==> src/rtl/gray_fifo_ctrl.sv <==
// Single-clock FIFO controller with Gray-coded read/write pointers and show-ahead output.
// Optional registered almost_full output enabled by defining GRAY_FIFO_ALMOST_FULL_EN.
module gray_fifo_ctrl #(
  parameter int DATA_WIDTH = 8,
  parameter int ADDR_WIDTH = 3,
  parameter int AF_THRESH  = 6
) (
  input  logic                  clk,
  input  logic                  reset,
  input  logic [DATA_WIDTH-1:0] din,
  input  logic                  din_valid,
  output logic                  din_ready,
  output logic [DATA_WIDTH-1:0] dout,
  output logic                  dout_valid,
  input  logic                  dout_ready,
  output logic [ADDR_WIDTH:0]   wr_ptr_gray,
  output logic [ADDR_WIDTH:0]   rd_ptr_gray,
  output logic [ADDR_WIDTH:0]   count,
  output logic                  full,
`ifdef GRAY_FIFO_ALMOST_FULL_EN
  output logic                  empty,
  output logic                  almost_full
`else
  output logic                  empty
`endif
);

  localparam int PW    = ADDR_WIDTH + 1;
  localparam int DEPTH = 1 << ADDR_WIDTH;

  function automatic logic [PW-1:0] bin2gray(input logic [PW-1:0] b);
    return b ^ (b >> 1);
  endfunction

  logic [PW-1:0]         wr_bin_q, wr_bin_d;
  logic [PW-1:0]         rd_bin_q, rd_bin_d;
  logic [PW-1:0]         wr_gray_q, wr_gray_d;
  logic [PW-1:0]         rd_gray_q, rd_gray_d;
  logic                  wr_en_s;
  logic                  rd_en_s;
  logic                  full_s;
  logic                  empty_s;
  logic [DATA_WIDTH-1:0] mem_q [DEPTH];

  // Flag decode from the registered Gray pointers; full means the MSB pair differs, rest equal.
  always_comb begin
    empty_s = (wr_gray_q == rd_gray_q);
    full_s  = (wr_gray_q == {~rd_gray_q[ADDR_WIDTH:ADDR_WIDTH-1], rd_gray_q[ADDR_WIDTH-2:0]});
  end

  // Handshake acceptance and next-state pointer arithmetic.
  always_comb begin
    wr_bin_d  = wr_bin_q;
    rd_bin_d  = rd_bin_q;
    wr_en_s   = din_valid & ~full_s;
    rd_en_s   = dout_ready & ~empty_s;
    if (wr_en_s) begin
      wr_bin_d = wr_bin_q + PW'(1);
    end else begin
      wr_bin_d = wr_bin_q;
    end
    if (rd_en_s) begin
      rd_bin_d = rd_bin_q + PW'(1);
    end else begin
      rd_bin_d = rd_bin_q;
    end
    wr_gray_d = bin2gray(wr_bin_d);
    rd_gray_d = bin2gray(rd_bin_d);
  end

  // Pointer registers, cleared asynchronously.
  always_ff @(posedge clk or posedge reset) begin
    if (reset) begin
      wr_bin_q  <= {PW{1'b0}};
      rd_bin_q  <= {PW{1'b0}};
      wr_gray_q <= {PW{1'b0}};
      rd_gray_q <= {PW{1'b0}};
    end else begin
      wr_bin_q  <= wr_bin_d;
      rd_bin_q  <= rd_bin_d;
      wr_gray_q <= wr_gray_d;
      rd_gray_q <= rd_gray_d;
    end
  end

  // Storage array; contents survive reset and are masked by empty.
  always_ff @(posedge clk) begin
    if (wr_en_s) begin
      mem_q[wr_bin_q[ADDR_WIDTH-1:0]] <= din;
    end
  end

`ifdef GRAY_FIFO_ALMOST_FULL_EN
  logic [PW-1:0] count_d;
  logic          almost_full_q, almost_full_d;

  // Threshold on next occupancy so the flag tracks count after each edge.
  always_comb begin
    count_d       = wr_bin_d - rd_bin_d;
    almost_full_d = (count_d >= PW'(AF_THRESH));
  end

  // Almost-full register.
  always_ff @(posedge clk or posedge reset) begin
    if (reset) begin
      almost_full_q <= 1'b0;
    end else begin
      almost_full_q <= almost_full_d;
    end
  end

  assign almost_full = almost_full_q;
`endif

  assign wr_ptr_gray = wr_gray_q;
  assign rd_ptr_gray = rd_gray_q;
  assign count       = wr_bin_q - rd_bin_q;
  assign full        = full_s;
  assign empty       = empty_s;
  assign din_ready   = ~full_s;
  assign dout_valid  = ~empty_s;
  assign dout        = mem_q[rd_bin_q[ADDR_WIDTH-1:0]];

endmodule

==> config.mk <==
export PLATFORM = sky130hd
export DESIGN_NAME = gray_fifo_ctrl
export DESIGN_NICKNAME = d
export VERILOG_FILES = /design/src/rtl/gray_fifo_ctrl.sv
export SDC_FILE = /design/constraint.sdc
export NUM_CORES = 1
export LEC_CHECK = 0
export ABC_CLOCK_PERIOD_IN_PS = 2300
export BUFFER_PORTS_ARGS = -buffer_cell sky130_fd_sc_hd__buf_2
export CAP_MARGIN = 20
export CORE_UTILIZATION = 30
export CTS_CLUSTER_DIAMETER = 150
export DETAILED_ROUTE_END_ITERATION = 7
export SYNTH_ARGS = -nofsm -noshare
export SYNTH_HDL_FRONTEND = slang
export SYNTH_SLANG_ARGS = --single-unit
export TNS_END_PERCENT = 30
==> constraint.sdc <==
create_clock -name clk -period 2.3 [get_ports clk]
set_clock_uncertainty 0.1 [all_clocks]
set_input_delay 0.345 -clock clk [delete_from_list [all_inputs] [get_ports clk]]
set_output_delay 0.345 -clock clk [all_outputs]
set_load 0.03 [all_outputs]
Word level (Yosys, flattened, before mapping)
Memory sizes are Yosys's and may differ from the RTL's.
Cells that the tools add are included.
{ "word_totals": {"register_bits": 16, "ramBits": 64, "inputBits": 12, "mem_count": 1} }
{ "mem_list": {"columns": ["memory", "depth", "word_bits", "read_ports", "rd_clocked_by_memory_dff", "wr", "line_no", "source"], "rows": [
  ["mem_q", 8, 8, 1, 0, 1, "43", "logic [DATA_WIDTH-1:0] mem_q [DEPTH];"]
]} }
{ "op_classes": {"n_addsub": 3, "n_eq_ne": 2, "n_mux": 4, "n_bitwise": 7} }
{ "ops": {"columns": ["operator", "n"], "rows": [
  ["$add A4 B1 Y4 const B", 2],
  ["$eq A4 B4 Y1", 2],
  ["$mux W4", 2],
  ["$xor A4 B3 Y4", 2],
  ["$sub A4 B4 Y4", 1],
  ["$and A1 B1 Y1", 2],
  ["$mux W1", 2],
  ["$not A1 Y1", 2],
  ["$not A2 Y2", 1]
]} }

Depth between registers and ports, before layout
Gate-level depths: netlist of run 1.
{ "logic_depth": {"depth_word": 6, "ltp_mapped": 7, "ltp_nobuf": 6} }

Worst setup path before layout of run 1
OpenSTA, ideal clock, no wires.
{ "synth_timing": {"path_kind": "register to register", "startpoint": "register rd_gray_q[1], in the netlist rd_ptr_gray[1]", "endpoint": "memory mem_q[0][0], enable pin", "setup_ns": 0.395, "arrival_ns": 1.996, "required_time_ns": 1.805, "slack_ns": -0.191, "path_stages_with_launch": 5, "path_buffers": 1, "synth_period_minus_slack_ns": 2.491, "path_cell_list": "dfrtp_1 -> xor2_1 -> o41ai_2 -> buf_6 -> nor4_1"} }
{ "synth_via": {"elab_chain_len": 5} }
{ "synth_lines": {"columns": ["item", "line_no", "source"], "rows": [
  ["start: declaration", "38", "logic [PW-1:0] rd_gray_q, rd_gray_d;"],
  ["start signal: assignment", "77", "rd_gray_q <= {PW{1'b0}};"],
  ["start signal: assignment", "82", "rd_gray_q <= rd_gray_d;"],
  ["$eq A4 B4 Y1", "48", "full_s = (wr_gray_q == {~rd_gray_q[ADDR_WIDTH:ADDR_WIDTH-1], rd_gray_q[ADDR_WIDTH-2:0]});"],
  ["$not A1 Y1", "55", "wr_en_s = din_valid & ~full_s;"],
  ["$and A1 B1 Y1", "55", null],
  ["$mux W1", "88", "if (wr_en_s) begin"],
  ["$mux W1 (implied by the code)", "89", "mem_q[wr_bin_q[ADDR_WIDTH-1:0]] <= din;"],
  ["end: declaration", "43", null]
]} }
No other way between the ends.

Worst setup path after layout of run 1
{ "layout_timing": {"startpoint": "register wr_bin_q[1]", "endpoint": "output port count[2]"} }
{ "layout_via": {"elab_chain_len": 1} }
{ "layout_lines": {"columns": ["item", "line_no", "source"], "rows": [
  ["start: declaration", "35", "logic [PW-1:0] wr_bin_q, wr_bin_d;"],
  ["start signal: assignment", "74", "wr_bin_q <= {PW{1'b0}};"],
  ["start signal: assignment", "79", "wr_bin_q <= wr_bin_d;"],
  ["$sub A4 B4 Y4", "117", "assign count = wr_bin_q - rd_bin_q;"],
  ["end: declaration", "18", "output logic [ADDR_WIDTH:0] count,"]
]} }
No other way between the ends.

==> metrics.md, run 1 <==
| Metric | Value |
|---|---|
| Startpoint types | register |
| Slew @ Worst Pin | between 0.8 and 0.9 ns |
| DRC | 0 |
| Pre-CTS setup slack | between 0.15 and 0.2 ns |
| Slew HR | 0.4007 |
| Routed Antenna Nets | 0 |
| Avg Synthesized Cell Area | around 16 um2 |
| Status | complete, no violations |
| Worst-Skew Late Latency | between 0.3 and 0.4 ns |
| Post-Syn Nets | 226 |
| Post-synth EDFFs | 64 |
| Crit path time final | around 2.2 ns |
| Reg-to-Reg Start | wr_ptr_gray[0] |
| Global-route wire length before repair | between 10000 and 15000 um |
| GRT overflow | 0 |
| CTS buffer count | 9 |
| Synth cell count leaders | edfxtp_1 (64), nand2_1 (33), mux4_2 (16), dfrtp_1 (14), xnor2_1 (13) |
| RSZ-0062 raised after global routing | yes |
| Hold endpoint | mem_q[2][4] |
| Mapped Area | 0.003386 mm2 |
| Synth top area share | 0.5676 |
| Reg2Reg Capture Point | mem_q[5][6] |
| Die ar. | around 0.012 mm2 |
| Synth async-reset ratio | 0.1795 |
| Gpl congestion | 0.7177 |
| IO Count | 36 |
| Max FO, Critical Path | 6 |
| Die Ht | roughly 110 um |
| Final setup margin | approximately 0.06 ns |
| Mapped Cells | 208 |
| WP data required | between 1.5 and 2 ns |
| Crit-path max cell delay | about 0.44 ns |
| DP HPWL | 4515 um |
| Rows | 38 |
| Gr usage total | 0.1284 |
| Ys Warns | 0 |
| Hold Vio Cnt, Final | 0 |
| Max clock buf depth | 2 |
| Number of synthesized register bits | between 70 and 80 |
| Drt first pass iters | 4 |
| Footprint of the multi-input gates | around 0.001 mm2 |
| WL final | just under 7000 um |
| H-tree depth | 3 |
| P&R area growth vs syn | 23.32% |
| Setup Crit Path Kind | reg2out |
| Max Cap Viol | 0 |
| Post-synth cell types | 29 |
| Top area cells in the synthesized netlist | edfxtp_1 (57%), mux4_2 (11%), dfrtp_1 (10%) |
| Core ar. | 0.01094 mm2 |
| Layout cells sized above 1 | 0.3532 |
| CTS Root Cell | clkbuf_16 |
| ANT cells | 0 |
| Setup tns final | 0 ns |
| Antenna violations before repair | 0 |
| CTS tree | yes |
| Synth Flop Type | edfxtp_1 |
| Crit path cell chain | buf_4, fa_1, xor2_1, buf_2 |
| Most common cell in the netlist | edfxtp_1 |
| Clk pin slew, worst setup/hold paths | ~0.06 ns |
| Final Max Slew Viols | 0 |
| Final period utilization | 0.9740 |
| Vias in the first global route | approximately 2000 |
| Hold Crit Class | in2reg |
| Port bufs | 35 |
| Initial core utilization | 0.3096 |
| Critical path capture point type | primary output |
| Per-cell routed wire length | 16.99 um |
| Starting DRC count in detailed routing | 92 |
| Post-CTS Setup Inserts | 0 |
| Routed vias/inst | around 4.7 |
| Final nets | approximately 280 |
| Sequential element share of the synthesized area | 0.6711 |
| # setup viols final | 0 |
| Hold Worst Slack | 0.1804 ns |
| CTS sink count | 78 |
| Via count | between 1500 and 2000 |
| Hold Startpoint | din[4] |
| Die Width | between 100 and 150 um |
| Largest net degree at the start of global routing | 21 |
| Hold Path Depth | 1 |
| FF+latch area | between 0.002 and 0.0025 mm2 |
| Peak Freq | ~450 MHz |
| Crit path DAT | approximately 1.8 ns |
| Slowest stage cell, crit path | dfrtp_1 |
| FF-to-FF setup slack | roughly 0.19 ns |
| Filler cells | 1019 |
| Reg2Reg Depth | 4 |
| Cell accounting for the most synthesized area | edfxtp_1 |
## worst max-delay path, delay by kind of cell (launching register included)
kind / cells / cell delay (ns)
DFF: 1 / 0.44
adders and majority gates: 1 / 0.42
xor gates and xnor gates: 1 / 0.19
buffers and inverters: 2 / 0.41
## cells by family (layout without fill, tap and decap cells)
logic type	count (synthesis)	in the layout	share of synthesized area
DFF	78	78	0.6711
and+or+nand+nor	47	47	0.05728
xor gates and xnor gates	24	24	0.06208
muxes	23	23	0.1282
buffers and inverters	21	82	0.02993
AOI/OAI and AO/OA	9	9	0.02698
adders and majority gates	6	6	0.02439
## worst max path at each step
stage                   startpoint          end  slack, ns
CTS                    wr_bin_q[2]     count[3]      0.008
global placement       rd_bin_q[3]  mem_q[3][7]       0.27
global route           wr_bin_q[0]     count[2]      -0.01
finish                 wr_bin_q[1]     count[2]       0.06
detailed placement  wr_ptr_gray[0]  mem_q[5][7]       0.19
floorplan           rd_ptr_gray[0]   dout_valid      -0.14
## per-stage QoR
stage                     std cells  cell area [um2]    util
after global placement          391             3837  0.3509
after floorplan                 208             3392       -
after global routing            409             4175  0.3818
after CTS                       408             4145  0.3791
final                           409             4175  0.3818
after detailed placement        391             3837  0.3509
## cell usage in the layout (no fill, tap or decap)
master         count
clkinv_1           1
buf_12             1
mux4_2            16
a21o_1             1
nand2b_1           1
xor2_1            11
a21oi_2            1
inv_6              2
xnor2_1           13
nor2_1             3
edfxtp_1          64
o22ai_1            2
nand3_1            2
dlygate4sd3_1      1
o41ai_4            1
clkinv_4           1
o21ai_0            1
dfrtp_1           13
clkbuf_16         10
clkinvlp_4         1
a41oi_1            2
buf_2             35
o41ai_2            1
nor3_1             6
buf_4             19
dfrtp_2            1
nand2_1           33
nor4_2             1
ha_1               5
mux2i_1            4
nand4_1            1
mux2_2             3
inv_1              9
fa_1               1
clkinv_2           1
bufinv_16          1
## routing by layer
metal	routed length, um	track usage
met5	0	0
met4	77	0.03718
met3	271	0.03918
met2	3482	0.2193
met1	3118	0.1560
## flip-flops by register name (all words and copies together), names as in the netlist
name         count
mem_q           64
rd_bin_q         4
wr_bin_q         4
rd_ptr_gray      3
wr_ptr_gray      3
## repair_timing
action / CTS / global route
hold buffers: 1 / 0
endpoints found under the setup margin: 0 / 7
endpoints found under the hold margin: 14 / 0
resized for setup: 0 / 2
## layout make-up
class / instances / area share
inverter: 9 / 0.008091
sequential: 78 / 0.5445
clock inverter: 7 / 0.01738
multi-input combinational: 109 / 0.2448
clock buffer: 9 / 0.05394
tap: 140 / 0.04195
timing repair buffer: 57 / 0.08930
Power of run 1 is not shown: default switching activity piles up to over one toggle a cycle in this logic, so the estimate is an artifact.
==> run 2: changes to the inputs <==
--- a/config.mk
+++ b/config.mk
@@ -11,6 +11,7 @@
 export CORE_UTILIZATION = 30
 export CTS_CLUSTER_DIAMETER = 150
 export DETAILED_ROUTE_END_ITERATION = 7
+export PLACE_DENSITY_LB_ADDON = 0.08
 export SYNTH_ARGS = -nofsm -noshare
 export SYNTH_HDL_FRONTEND = slang
 export SYNTH_SLANG_ARGS = --single-unit
==> metrics.md, run 2 (synthesis results as in run 1) <==
| Metric | Value |
|---|---|
| Final std cell area, no fill | between 0.004 and 0.005 mm2 |
| Largest net degree at the start of global routing | 16 |
| CTS tree | yes |
| CTS buffer count | 9 |
| Port bufs | 35 |
| Gr usage total | 0.1429 |
| CP top delay family | multiplexers |
| Slew @ Worst Pin | slightly below 1 ns |
| Initial core utilization | 0.3096 |
| Most common cell after layout, fill and taps aside | edfxtp_1 |
| Final nets | 294 |
| Status | complete, but fails checks |
| CP dominant cell by count | nand2_1 |
| Buf+Inv Stages, Crit Path | 2 |
| Vias in the first global route | between 1500 and 2000 |
| Peak Freq | ~450 MHz |
| Most frequent cells in the layout | edfxtp_1 (64), buf_4 (32), nand2_1 (30), buf_2 (30), mux4_2 (16) |
| P&R area growth vs syn | 27.64% |
| Slowest stage cell, crit path | mux4_2 |
| CTS sink count | 78 |
| Layout cells sized above 1 | 0.4128 |
| Final Max Slew Viols | 0 |
| Worst-Skew Late Latency | between 0.3 and 0.4 ns |
| Flop pwr share | 0.277 |
| Filler cells | 1050 |
| PwrDens | roughly 1700 mW/mm2 |
| Setup Crit Path Kind | reg2out |
| Max Cap Viol | 0 |
| Tot Pwr | 7.256 mW |
| Startpoint types | register |
| DRC | 0 |
| Hold Vio Cnt, Final | 14 |
| WP data required | between 1.5 and 2 ns |
| Largest register FFs | between 60 and 70 |
| Starting DRC count in detailed routing | between 70 and 80 |
| Hold Crit Class | in2async |
| Rows | 38 |
| Gate power share | 0.525 |
| Global-route wire length before repair | 11540 um |
| Crit path DAT | between 1.5 and 2 ns |
| Switching power | 2.947 mW |
| Max clock buf depth | 2 |
| Leak | roughly 1.7 nW |
| Crit path cell chain | clkbuf_16, mux4_2, nand2_1, nand2_1, buf_2 |
| WL final | 7662 um |
| Sw frac | 0.4061 |
| Die Width | between 100 and 150 um |
| Cell Area, Placed | around 0.0039 mm2 |
| IO Count | 36 |
| RSZ-0062 raised after global routing | yes |
| DP HPWL | around 5100 um |
| Per-cell routed wire length | about 18 um |
| Slew HR | 0.3355 |
| Die ar. | 0.01171 mm2 |
| Crit path time final | 2.241 ns |
| Crit-path max cell delay | about 0.5 ns |
| # setup viols final | 0 |
| Critical path capture point type | primary output |
| Routed Antenna Nets | 0 |
| Antenna violations before repair | 0 |
| Gpl congestion | around 0.73 |
| Die Ht | between 100 and 150 um |
| Routed vias/inst | ~4.6 |
| P_int | approximately 4.3 mW |
| Max FO, Critical Path | 7 |
| Failing checks | hold timing |
| Clock power share | 0.198 |
| H-tree depth | 3 |
| Core ar. | 0.01094 mm2 |
| Hold buffers post-CTS | 0 |
| Final period utilization | 0.9742 |
| Via count | roughly 1900 |
| GRT overflow | 0 |
| Hold Worst Slack | -0.02548 ns |
| Worst vdd ir | between 1 and 1.5 mV |
| Setup tns final | 0 ns |
| CTS Root Cell | clkbuf_16 |
| Clk pin slew, worst setup/hold paths | 0.06 ns |
| ANT cells | 0 |
| Drt first pass iters | 4 |
[run 2: final timing paths]
path / depth (start not counted) / slack (ns) / end / from
worst max-delay path: 5 / 0.06 / dout[4] / rd_bin_q[0]
worst min-delay path: 2 / -0.03 / wr_ptr_gray[2] / reset
worst max register to register: 4 / 0.14 / mem_q[6][6] / rd_ptr_gray[2]
worst min register to register: 2 / 0.48 / wr_bin_q[1] / wr_bin_q[1]
max in group asynchronous: 2 / 1.69 / rd_bin_q[0] / reset
min in group clk: 1 / 0.18 / mem_q[4][1] / din[1]
[run 2: routing by layer]
layer	GRT usage	part of all wire
met5	0	0
met4	0.06947	0.017
met3	0.02170	0.028
met2	0.2061	0.46
met1	0.2090	0.50
[run 2: final cells by class]
cell class | instances | area (um2) | area share
Sequential cell | 78 | 2275 | 0.5263
Multi-Input combinational cell | 109 | 1042 | 0.2412
Timing Repair Buffer | 69 | 491.7 | 0.1138
Clock buffer | 9 | 225.2 | 0.05211
Tap cell | 140 | 175.2 | 0.04053
Clock inverter | 7 | 78.83 | 0.01824
Inverter | 9 | 33.78 | 0.007817
[run 2: worst register-to-register path, stage by stage (launching register included)]
cell	delay, ns
dfrtp_1	0.41
xor2_1	0.18
nand4_1	0.14
nand3_1	0.15
nor2_1	0.79
[run 2: power by group through the flow]
stage	combinational [mW]	sequential (mW)	clock, mW
after global placement	3.65	2.02	0
after floorplan	2.32	2.13	0
after detailed placement	3.62	2.03	0
after CTS	3.66	2.00	1.47
after global routing	4.12	2.05	1.53
final	3.81	2.01	1.44
[run 2: timing repair]
action | 4_1_cts | 5_1_grt
resized for setup | 1 | 23
buffers inserted | 0 | 2
cloned | 0 | 1
pin swaps | 0 | 5
setup endpoints to repair | 1 | 8
[run 2: through the flow]
step                      cells    util  worst slack [ns]
after floorplan             208       -           -0.1449
after global placement      402  0.3585            0.2040
after detailed placement    402  0.3585            0.1290
after CTS                   418  0.3865          0.002617
after global routing        421  0.3952          -0.01544
final                       421  0.3952           0.05934
No activity file was read; power rests on OpenSTA's default activity.
==> run 3: changes to the inputs <==
--- a/config.mk
+++ b/config.mk
@@ -8,9 +8,13 @@
 export ABC_CLOCK_PERIOD_IN_PS = 2300
 export BUFFER_PORTS_ARGS = -buffer_cell sky130_fd_sc_hd__buf_2
 export CAP_MARGIN = 20
+export CELL_PAD_IN_SITES_DETAIL_PLACEMENT = 1
+export CELL_PAD_IN_SITES_GLOBAL_PLACEMENT = 2
+export CORE_MARGIN = 3
 export CORE_UTILIZATION = 30
 export CTS_CLUSTER_DIAMETER = 150
 export DETAILED_ROUTE_END_ITERATION = 7
+export HOLD_SLACK_MARGIN = 0.05
 export PLACE_DENSITY_LB_ADDON = 0.08
 export SYNTH_ARGS = -nofsm -noshare
 export SYNTH_HDL_FRONTEND = slang
==> metrics.md, run 3 (synthesis results as in run 1) <==
| Metric | Value |
|---|---|
| Largest register FFs | 64 |
| Final nets | roughly 290 |
| Non-Filler Instances | slightly above 400 |
| Critical path capture point type | primary output |
| Hold Startpoint | din[3] |
| Die ar. | between 0.01 and 0.015 mm2 |
| Clk pin slew, worst setup/hold paths | approximately 0.06 ns |
| Routed vias/inst | about 4.6 |
| CTS buffer count | 9 |
| Crit-path max cell delay | around 0.5 ns |
| WP data required | about 1.9 ns |
| Drt first pass iters | 4 |
| Gr usage total | 0.1343 |
| CTS Root Cell | clkbuf_16 |
| Reg-to-Reg Start | rd_ptr_gray[2] |
| Cell Area, Placed | approximately 0.0039 mm2 |
| Crit path time final | between 2 and 2.5 ns |
| Filler cells | between 1000 and 1500 |
| IO Count | 36 |
| Antenna violations before repair | 0 |
| Port bufs | 35 |
| Slew @ Worst Pin | roughly 0.87 ns |
| CP top delay family | multiplexers |
| Most common cell after layout, fill and taps aside | edfxtp_1 |
| Most frequent cells in the layout | edfxtp_1 (64), nand2_1 (33), buf_2 (33) |
| Via count | approximately 1900 |
| Hold Crit Class | in2reg |
| Largest net degree at the start of global routing | 21 |
| CP dominant cell by count | nand2_1 |
| Hold Vio Cnt, Final | 0 |
| Die Ht | approximately 110 um |
| Core ar. | around 0.011 mm2 |
| Startpoint types | register |
| Layout cells sized above 1 | 0.3713 |
| Setup Crit Path Kind | reg2out |
| Reg2Reg Depth | 4 |
| # setup viols final | 0 |
| CTS sink count | 78 |
| Final std cell area, no fill | about 0.0042 mm2 |
| Vias in the first global route | 2050 |
| Max clock buf depth | 2 |
| Gpl congestion | 0.7064 |
| Max Cap Viol | 0 |
| Rows | 38 |
| Routed Antenna Nets | 0 |
| Crit path DAT | approximately 1.8 ns |
| Per-cell routed wire length | roughly 19 um |
| Status | complete, no violations |
| Reg2Reg Capture Point | mem_q[6][4] |
| Initial core utilization | 0.3096 |
| PwrDens | between 1500 and 2000 mW/mm2 |
| Beginning of the critical path | rd_bin_q[0] |
| Max FO, Critical Path | 10 |
| Worst-Skew Late Latency | 0.33 ns |
| Slew HR | 0.4167 |
| FF-to-FF setup slack | between 0.2 and 0.25 ns |
| Starting DRC count in detailed routing | 61 |
| Slowest stage cell, crit path | mux4_2 |
| CTS tree | yes |
| Final Max Slew Viols | 0 |
| Leak | around 1.6 nW |
| GRT overflow | 0 |
| Hold endpoint | mem_q[6][3] |
| Global-route wire length before repair | approximately 12000 um |
| Buf+Inv Stages, Crit Path | 2 |
| RSZ-0062 raised after global routing | no |
| Worst vdd ir | 1.113 mV |
| P&R area growth vs syn | 23.47% |
| Peak Freq | between 400 and 500 MHz |
| ANT cells | 0 |
| DRC | 0 |
| DP HPWL | 5315 um |
| Final period utilization | 0.9597 |
| H-tree depth | 3 |
| WL final | 7759 um |
| Hold Path Depth | 1 |
| Inst Count DP | between 300 and 400 |
| Crit path cell chain | buf_8, mux4_2, nand2_1, nand2_1, buf_2 |
| Die Width | 112.2 um |
run 3: cell types whose count changed in the layout (fill, tap and decap cells not counted), sizes merged:
cell         before  now
bufinv            1    0
clkbuf           10    9
buf              68   59
inv              12   10
clkinv            3    5
dlygate4sd3       0    1
clkinvlp          0    1
run 3: area by class of cell:
cell class | count | area (um2) | share of cell area
Timing Repair Buffer | 60 | 401.6 | 0.09608
Multi-Input combinational cell | 109 | 1030 | 0.2463
Clock inverter | 7 | 40.04 | 0.009578
Inverter | 9 | 33.78 | 0.008081
Clock buffer | 9 | 225.2 | 0.05388
Tap cell | 140 | 175.2 | 0.04190
Sequential cell | 78 | 2275 | 0.5441
run 3: power by group:
group / internal, mW / switching (mW)
sequential: 1.86 / 0.159
combinational: 1.45 / 2.15
clock: 0.722 / 0.554
run 3: routing by layer:
metal	vias up	global-route usage	part of all wire
met4	0	0.06010	0.018
met5	-	0	0
li1	893	-	-
met1	953	0.1931	0.50
met2	37	0.1979	0.45
met3	11	0.02642	0.032
run 3: timing repair:
action / CTS / global route
gates cloned: 0 / 0
hold endpoints to repair: 14 / 0
hold buffers: 1 / 0
gates resized for setup: 2 / 12
buffers inserted: 0 / 0
setup endpoints to repair: 3 / 10
run 3: worst max-delay path by stage:
stage	cells after the start	endpoint	slack, ns
after global placement	4	mem_q[6][1]	0.27
after detailed placement	4	mem_q[6][4]	0.17
after floorplan	4	dout_valid	-0.14
after CTS	5	dout[2]	-0.01
final	5	dout[2]	0.09
after global routing	5	count[3]	0.003
run 3: metrics by stage:
| stage | hold slack [ns] | power, mW | setup slack, ns | utilization | setup TNS [ns] |
|---|---|---|---|---|---|
| after floorplan | 0.1342 | 4.449 | -0.1449 | - | -0.8929 |
| after global placement | 0.3581 | 5.624 | 0.2740 | 0.3537 | 0 |
| after detailed placement | 0.3598 | 5.607 | 0.1724 | 0.3537 | 0 |
| after CTS | 0.1878 | 6.934 | -0.01274 | 0.3795 | -0.01274 |
| after global routing | 0.2004 | 7.384 | 0.002916 | 0.3823 | 0 |
| final | 0.1929 | 6.899 | 0.09262 | 0.3823 | 0 |
